`src/rtl/id_ex_pkg.sv`:
```
// id_ex_pkg: shared types and constants for the decode-to-execute stage.
// Optional operand forwarding is enabled by defining ID_EX_FWD_EN.
package id_ex_pkg;

    localparam int XLEN = 32;

    localparam logic [2:0] ALU_ADD = 3'b000;
    localparam logic [2:0] ALU_SUB = 3'b001;
    localparam logic [2:0] ALU_AND = 3'b010;
    localparam logic [2:0] ALU_OR  = 3'b011;
    localparam logic [2:0] ALU_SLT = 3'b101;

    localparam logic [4:0] REG_ZERO = 5'd0;

    typedef struct packed {
        logic [2:0]      alu_ctrl;
        logic [XLEN-1:0] a;
        logic [XLEN-1:0] b;
        logic [XLEN-1:0] pc;
        logic [4:0]      rd;
        logic [4:0]      rs1;
        logic [4:0]      rs2;
        logic            use_rs1;
        logic            use_rs2;
        logic            reg_write;
        logic            branch;
    } id_ex_entry_t;

    // True when the writeback bus carries a newer value for this source register.
    function automatic logic fwd_hit(input logic       fwd_valid,
                                     input logic [4:0] fwd_rd,
                                     input logic       use_rs,
                                     input logic [4:0] rs);
        return fwd_valid && (fwd_rd != REG_ZERO) && use_rs && (rs == fwd_rd);
    endfunction

endpackage

```
`src/rtl/id_ex_fwd_mux.sv`:
```
// id_ex_fwd_mux: patches the a/b operands of one entry from the writeback bus.
// Only instantiated when ID_EX_FWD_EN is defined.
module id_ex_fwd_mux
    import id_ex_pkg::*;
(
    input  id_ex_entry_t    entry_in,
    input  logic            fwd_valid,
    input  logic [4:0]      fwd_rd,
    input  logic [XLEN-1:0] fwd_data,
    output id_ex_entry_t    entry_out
);

    // Replace stale register operands with the value being written back.
    always_comb begin
        entry_out = entry_in;
        if (fwd_hit(fwd_valid, fwd_rd, entry_in.use_rs1, entry_in.rs1)) begin
            entry_out.a = fwd_data;
        end
        if (fwd_hit(fwd_valid, fwd_rd, entry_in.use_rs2, entry_in.rs2)) begin
            entry_out.b = fwd_data;
        end
    end

endmodule

```
`src/rtl/id_ex_stage.sv`:
```
// id_ex_stage: decode-to-execute pipeline register with a 2-entry skid buffer
// (main slot drives out_*, skid slot absorbs one extra entry so in_ready is
// registered). Define ID_EX_FWD_EN to enable writeback operand forwarding.
module id_ex_stage
    import id_ex_pkg::*;
(
    input  logic            clk,
    input  logic            rst_n,
    input  logic            flush,
    input  logic            in_valid,
    output logic            in_ready,
    input  logic [2:0]      in_alu_ctrl,
    input  logic [XLEN-1:0] in_a,
    input  logic [XLEN-1:0] in_b,
    input  logic [XLEN-1:0] in_pc,
    input  logic [4:0]      in_rd,
    input  logic [4:0]      in_rs1,
    input  logic [4:0]      in_rs2,
    input  logic            in_use_rs1,
    input  logic            in_use_rs2,
    input  logic            in_reg_write,
    input  logic            in_branch,
    input  logic            fwd_valid,
    input  logic [4:0]      fwd_rd,
    input  logic [XLEN-1:0] fwd_data,
    output logic            out_valid,
    input  logic            out_ready,
    output logic [2:0]      out_alu_ctrl,
    output logic [XLEN-1:0] out_a,
    output logic [XLEN-1:0] out_b,
    output logic [XLEN-1:0] out_pc,
    output logic [4:0]      out_rd,
    output logic            out_reg_write,
    output logic            out_branch
);

    id_ex_entry_t in_e, in_f, main_q, main_f, skid_q, skid_f, main_d, skid_d;
    logic         main_valid, skid_valid, in_ready_q;
    logic         main_valid_d, skid_valid_d;
    logic         accept, main_free;

    assign in_e = '{alu_ctrl:  in_alu_ctrl,
                    a:         in_a,
                    b:         in_b,
                    pc:        in_pc,
                    rd:        in_rd,
                    rs1:       in_rs1,
                    rs2:       in_rs2,
                    use_rs1:   in_use_rs1,
                    use_rs2:   in_use_rs2,
                    reg_write: in_reg_write,
                    branch:    in_branch};

`ifdef ID_EX_FWD_EN
    id_ex_fwd_mux u_fwd_in (
        .entry_in(in_e), .fwd_valid(fwd_valid), .fwd_rd(fwd_rd),
        .fwd_data(fwd_data), .entry_out(in_f)
    );
    id_ex_fwd_mux u_fwd_main (
        .entry_in(main_q), .fwd_valid(fwd_valid), .fwd_rd(fwd_rd),
        .fwd_data(fwd_data), .entry_out(main_f)
    );
    id_ex_fwd_mux u_fwd_skid (
        .entry_in(skid_q), .fwd_valid(fwd_valid), .fwd_rd(fwd_rd),
        .fwd_data(fwd_data), .entry_out(skid_f)
    );
`else
    logic unused_nofwd;

    assign in_f   = in_e;
    assign main_f = main_q;
    assign skid_f = skid_q;
    assign unused_nofwd = ^{fwd_valid, fwd_rd, fwd_data, main_q.rs1, main_q.rs2,
                            main_q.use_rs1, main_q.use_rs2};
`endif

    assign accept    = in_valid && in_ready_q;
    assign main_free = !main_valid || out_ready;

    // Slot steering: skid drains into main first, so a same-cycle accept queues behind it.
    always_comb begin
        main_d       = main_f;
        skid_d       = skid_f;
        main_valid_d = main_valid;
        skid_valid_d = skid_valid;
        if (main_free) begin
            if (skid_valid) begin
                main_d       = skid_f;
                main_valid_d = 1'b1;
                skid_valid_d = accept;
                if (accept) begin
                    skid_d = in_f;
                end
            end else begin
                main_valid_d = accept;
                if (accept) begin
                    main_d = in_f;
                end
            end
        end else if (accept) begin
            skid_d       = in_f;
            skid_valid_d = 1'b1;
        end
    end

    // State update; flush only drops valids, reset also zeroes the slot data.
    always_ff @(posedge clk) begin
        if (!rst_n) begin
            main_q     <= '0;
            skid_q     <= '0;
            main_valid <= 1'b0;
            skid_valid <= 1'b0;
            in_ready_q <= 1'b1;
        end else if (flush) begin
            main_valid <= 1'b0;
            skid_valid <= 1'b0;
            in_ready_q <= 1'b1;
        end else begin
            main_q     <= main_d;
            skid_q     <= skid_d;
            main_valid <= main_valid_d;
            skid_valid <= skid_valid_d;
            in_ready_q <= !skid_valid_d;
        end
    end

    assign in_ready      = in_ready_q;
    assign out_valid     = main_valid;
    assign out_alu_ctrl  = main_q.alu_ctrl;
    assign out_a         = main_q.a;
    assign out_b         = main_q.b;
    assign out_pc        = main_q.pc;
    assign out_rd        = main_q.rd;
    assign out_reg_write = main_q.reg_write;
    assign out_branch    = main_q.branch;

endmodule

```
`config.mk`:
```
export PLATFORM = sky130hd
export DESIGN_NAME = id_ex_stage
export DESIGN_NICKNAME = d
export VERILOG_FILES = /design/src/rtl/id_ex_pkg.sv /design/src/rtl/id_ex_fwd_mux.sv /design/src/rtl/id_ex_stage.sv
export SDC_FILE = /design/constraint.sdc
export NUM_CORES = 1
export LEC_CHECK = 0
export BUFFER_PORTS_ARGS = -buffer_cell sky130_fd_sc_hd__buf_2
export CAP_MARGIN = 20
export CORE_ASPECT_RATIO = 2
export CORE_MARGIN = 5
export CORE_UTILIZATION = 55
export CTS_CLUSTER_DIAMETER = 150
export DETAILED_ROUTE_END_ITERATION = 8
export PLACE_DENSITY = 0.85
export SLEW_MARGIN = 20
export SYNTH_ARGS = -nofsm -noshare
export SYNTH_HDL_FRONTEND = slang
export SYNTH_SLANG_ARGS = --single-unit
```
`constraint.sdc`:
```
create_clock -name clk -period 3.32 [get_ports clk]
set_clock_uncertainty 0.2 [all_clocks]
set_input_delay 0.332 -clock clk [delete_from_list [all_inputs] [get_ports clk]]
set_output_delay 0.332 -clock clk [all_outputs]
set_load 0.02 [all_outputs]
```
# After elaboration in Yosys (flattened, before gate mapping)
# Index checks and enable logic that the tools add are counted.
[word_totals] regBits=227 output_inout_bits=108
[classes] n_eq_ne=1 n_mux=9 n_bitwise=2 n_reduce_logical=8
[op_table] op="118-bit 2-to-1 mux" n=5
[op_table] op="1-bit 2-to-1 mux" n=4
[op_table] op="3-bit AND reduction" n=1
[op_table] op="1-bit logical NOT" n=2
[op_table] op="2-bit != test, second input constant" n=1
[op_table] op="1-bit NOT" n=2
[op_table] op="2-bit AND reduction" n=1
[op_table] op="2-bit nonzero test" n=1
[op_table] op="2-bit OR reduction" n=1
[op_table] op="1-bit logical AND" n=1
[op_table] op="1-bit logical OR" n=1

# Logic depth before layout (Yosys ltp)
[depth] ltp_word=4 depth_mapped=7

# Worst setup path before layout
# No wires, ideal clock.
[synth_timing] path_kind="flip-flop to flip-flop" from="register in_ready_q, in the netlist in_ready" to="register main_q (netlist bit out_a[0])" setup_ps=120 t_arrival_ps=1481 required_time_ps=3000 path_slack_ps=1519 stages_incl_launch_ff=7 path_buffers=3 period_less_slack_ps=1801 cell_sequence="dfxtp_1 -> a21oi_1 -> or3_1 -> clkbuf_1 -> buf_6 -> buf_6 -> mux2i_1"
[synth_via] elab_chain_cells=3
[synth_lines] item="start, declared" line_no="id_ex_stage.sv:38" rtl="logic main_valid, skid_valid, in_ready_q;"
[synth_lines] item="start signal, assigned" line_no="id_ex_stage.sv:123" rtl="in_ready_q <= !skid_valid_d;"
[synth_lines] item="1-bit logical AND" line_no="id_ex_stage.sv:77" rtl="assign accept = in_valid && in_ready_q;"
[synth_lines] item="2-bit nonzero test (no line)"
[synth_lines] item="3-bit AND reduction (no line)"
[synth_lines] item="end signal, assigned" line_no="id_ex_stage.sv:119" rtl="main_q <= main_d;"
[synth_lines] item="end, declared" line_no="id_ex_stage.sv:37" rtl="id_ex_entry_t in_e, in_f, main_q, main_f, skid_q, skid_f, main_d, skid_d;"
# No other way between the ends.
# A chain may end at the register's enable or synchronous reset.

# Final worst setup path
[layout_timing] from="register skid_valid" to="register main_q (netlist bit out_a[23])"
[layout_via] elab_chain_cells=2 elab_cells_between_ends=3
[layout_lines] item="start, declared" line_no="id_ex_stage.sv:38"
[layout_lines] item="start signal, assigned" line_no="id_ex_stage.sv:122" rtl="skid_valid <= skid_valid_d;"
[layout_lines] item="2-bit nonzero test (no line)"
[layout_lines] item="3-bit AND reduction (no line)"
# Parallel ways exist; a longest one is shown, timed or not.

==> flow_summary.toml <==
[clock_tree]
clock_latency_ps = 490
clockBufferDepth = 3
cts_setup_buffers = 0
clkTransAtPathRegs_ps = 70
cts_buffers = 19
clock_sinks = 215
htree_levels = 1
cts_tree = "done"
cts_root_buffer = "clkbuf_16"

[timing]
min_period_ps = 2360
worst_pin_slew_ps = 601
finalCritPeriodShare_pct = 71.1
final_max_slew_viol_count = 0
fmax_mhz = 424
setup_violations = 0
rsz0062_at_grt = "no"
fin_tns_setup_ps = 0
final_hold_viol_count = 0
max_slew_margin_pct = 59.9

[setup_path]
r2r-end = "out_a[23]"
cpMaxStageDelayCell = "or3_4"
crit-reg2reg-launch = "skid_valid"
start_kind = "flop"
r2r_cells = 4
regToRegSetupSlack_ps = 960
end_kind = "flop"
path_cells = "a21oi_1, or3_4, buf_12, mux2i_1"
critPathRequiredTime_ps = 3500
crit_fanout = 41
critPathKind = "reg2reg"
arrival_ps = 2540
critPathMaxStageDelay_ps = 570

[synthesis]
seq_area_frac_synth_pct = 44.5
synth.area.top_cells = "dfxtp_1, mux2i_1, nand2_1"
synth_fp_nets = 1213
synth_top_area_share_pct = 44.5
synthesis.instances = 1052
synth_area_mm2 = 0.00966
synth-edff-count = 0
synth_largest_area_cell = "dfxtp_1"
ys_async_sr_fraction_pct = 0
synthFlopType = "dfxtp_1"
synthTopCellsByCount = "nand2_1, dfxtp_1, mux2i_1"
yosysWarnings = 0
synth_most_common_cell = "nand2_1"
ys_ff_latch = 215
post_synth.cell_area_avg_um2 = 9.19
yosysUniqueCellTypes = 16

[final_layout]
utilization_pct = 72.5
syn_to_final_growth_pct = 29.6
nets = 1487
drive_above_1_share_pct = 27.5
fin_area_mm2 = 0.0125

[power]
p_sw_share_pct = 25.0
p_int_w = 0.00423
p_seq_share_pct = 48.0
p_leak_nw = 5.70
clockPowerShare_pct = 39.0
power_frac_comb_pct = 13.1
power.switching_w = 0.00141
power_w = 0.00564
powerDensity_mw_per_mm2 = 450
ir_drop_v = 0.000465

[drt]
vias_per_cell = 5.24
wire_per_inst_um = 16.5
wirelength_um = 25600
postRouteAntennaNets = 0
drc = 0
via_count = 8131
drtIter0Drc = 287
dr.pass1.iters = 5

[placement]
io_buffer_count = 218
placed_area_mm2 = 0.0108
gp_congestion = 0.799
place_hpwl_um = 15100

[floorplanning]
die-area_mm2 = 0.0205
fp.coreArea_mm2 = 0.0173
die_h_um = 197
die_w_um = 104
io_pins = 269
num_rows = 68
start_util_pct = 56.0

[worst_hold_path]
hp-start = "in_valid"
worstHoldPathCells = 3
whs_endpoint = "out_valid"
holdCritPathClass = "in2reg"

[global_routing]
grt_pass1_wl_um = 42500
grt_use_total_pct = 24.5
grt_start_max_net_pins = 115
grt_remaining_overflow = 0
antenna_found_initial = 3
grt_pass1_vias = 8719

[outcome]
outcome = "finished, final reports clean"

[run]
maxCapViolCount = 0
timing repair:
action	in CTS	in global routing
endpoints found under the hold margin	109	0
resized for setup	0	0
hold buffers	108	0
area by class of cell:
class | instances | area, um^2
multi-input combinational | 753 | 4990
tap | 210 | 263
fill | 1157 | 4750
antenna | 3 | 7.51
clock inverter | 8 | 72.6
sequential | 215 | 4310
clock buffer | 25 | 538
inverter | 1 | 3.75
timing repair buffer | 336 | 2340
power by group through the flow:
stage	registers [W]	clock network (W)	logic, W
finish	0.00270	0.00220	0.000737
global route	0.00271	0.00236	0.000801
CTS	0.00270	0.00225	0.000727
detailed placement	0.00276	0	0.000620
global placement	0.00276	0	0.000601
floorplan	0.00284	0	0.000327
layout by cell type, fill, tap and decap left out, types with 2 or more instances in the layout:
cell type / count
clkbuf_8: 4
clkbuf_1: 2
buf_12: 7
clkinv_2: 4
clkinvlp_4: 3
mux2_2: 106
nand2_1: 425
mux2i_1: 212
buf_4: 3
buf_2: 217
dfxtp_1: 214
a21oi_1: 2
nand3_1: 2
nor2b_1: 2
diode_2: 3
clkbuf_16: 19
dlygate4sd3_1: 108
worst max-delay path: cells and delay by family, from the launching register on:
| family | cells | cell delay (ps) |
|---|---|---|
| buffers and inverters | 1 | 370 |
| DFF | 1 | 500 |
| AOI/OAI and AO/OA | 1 | 300 |
| muxes | 1 | 300 |
| and+or+nand+nor | 1 | 570 |
flip-flops by register name (all words and copies together) (netlist names):
signal and cells:
out_alu_ctrl 3, skid_valid 1, out_b 32, out_branch 1, out_rd 5, out_a 32, skid_f 106, out_pc 32
out_reg_write 1, in_ready 1, out_valid 1
through the flow:
step / worst slack, ps / cells / hold WS (ps)
floorplan: 1520 / 1052 / 231
global placement: 1080 / 1407 / 238
detailed placement: 1020 / 1407 / 247
CTS: 1000 / 1548 / 1.07
global route: 835 / 1551 / 83.2
finish: 960 / 1551 / 44.2
metal layers:
| metal | vias up | GRT usage, % | wire length (um) |
|---|---|---|---|
| met5 | - | 0 | 0 |
| met4 | 0 | 12.2 | 1360 |
| met3 | 85 | 4.06 | 1080 |
| met2 | 228 | 45.3 | 13600 |
| met1 | 3813 | 26.7 | 9640 |
| li1 | 4005 | - | - |
cells by family (layout without fill, tap and decap cells):
group                  after synthesis  after routing  synth area share [%]
multiplexers                       318            318                  34.3
AO/OA/AOI/OAI                        4              4                 0.272
flip-flops                         215            215                  44.5
other                                0              3                     0
AND/OR/NAND/NOR                    431            431                  16.9
buffers and inverters               84            370                  4.01
worst max-delay path by stage:
stage | from | end | depth (start not counted)
CTS | skid_valid | out_b[20] | 4
finish | skid_valid | out_a[23] | 4
global route | skid_valid | out_a[23] | 4
global placement | skid_valid | out_a[20] | 4
detailed placement | skid_valid | out_b[20] | 4
floorplan | in_ready | out_a[0] | 6
No activity file was read; power rests on OpenSTA's default activity.
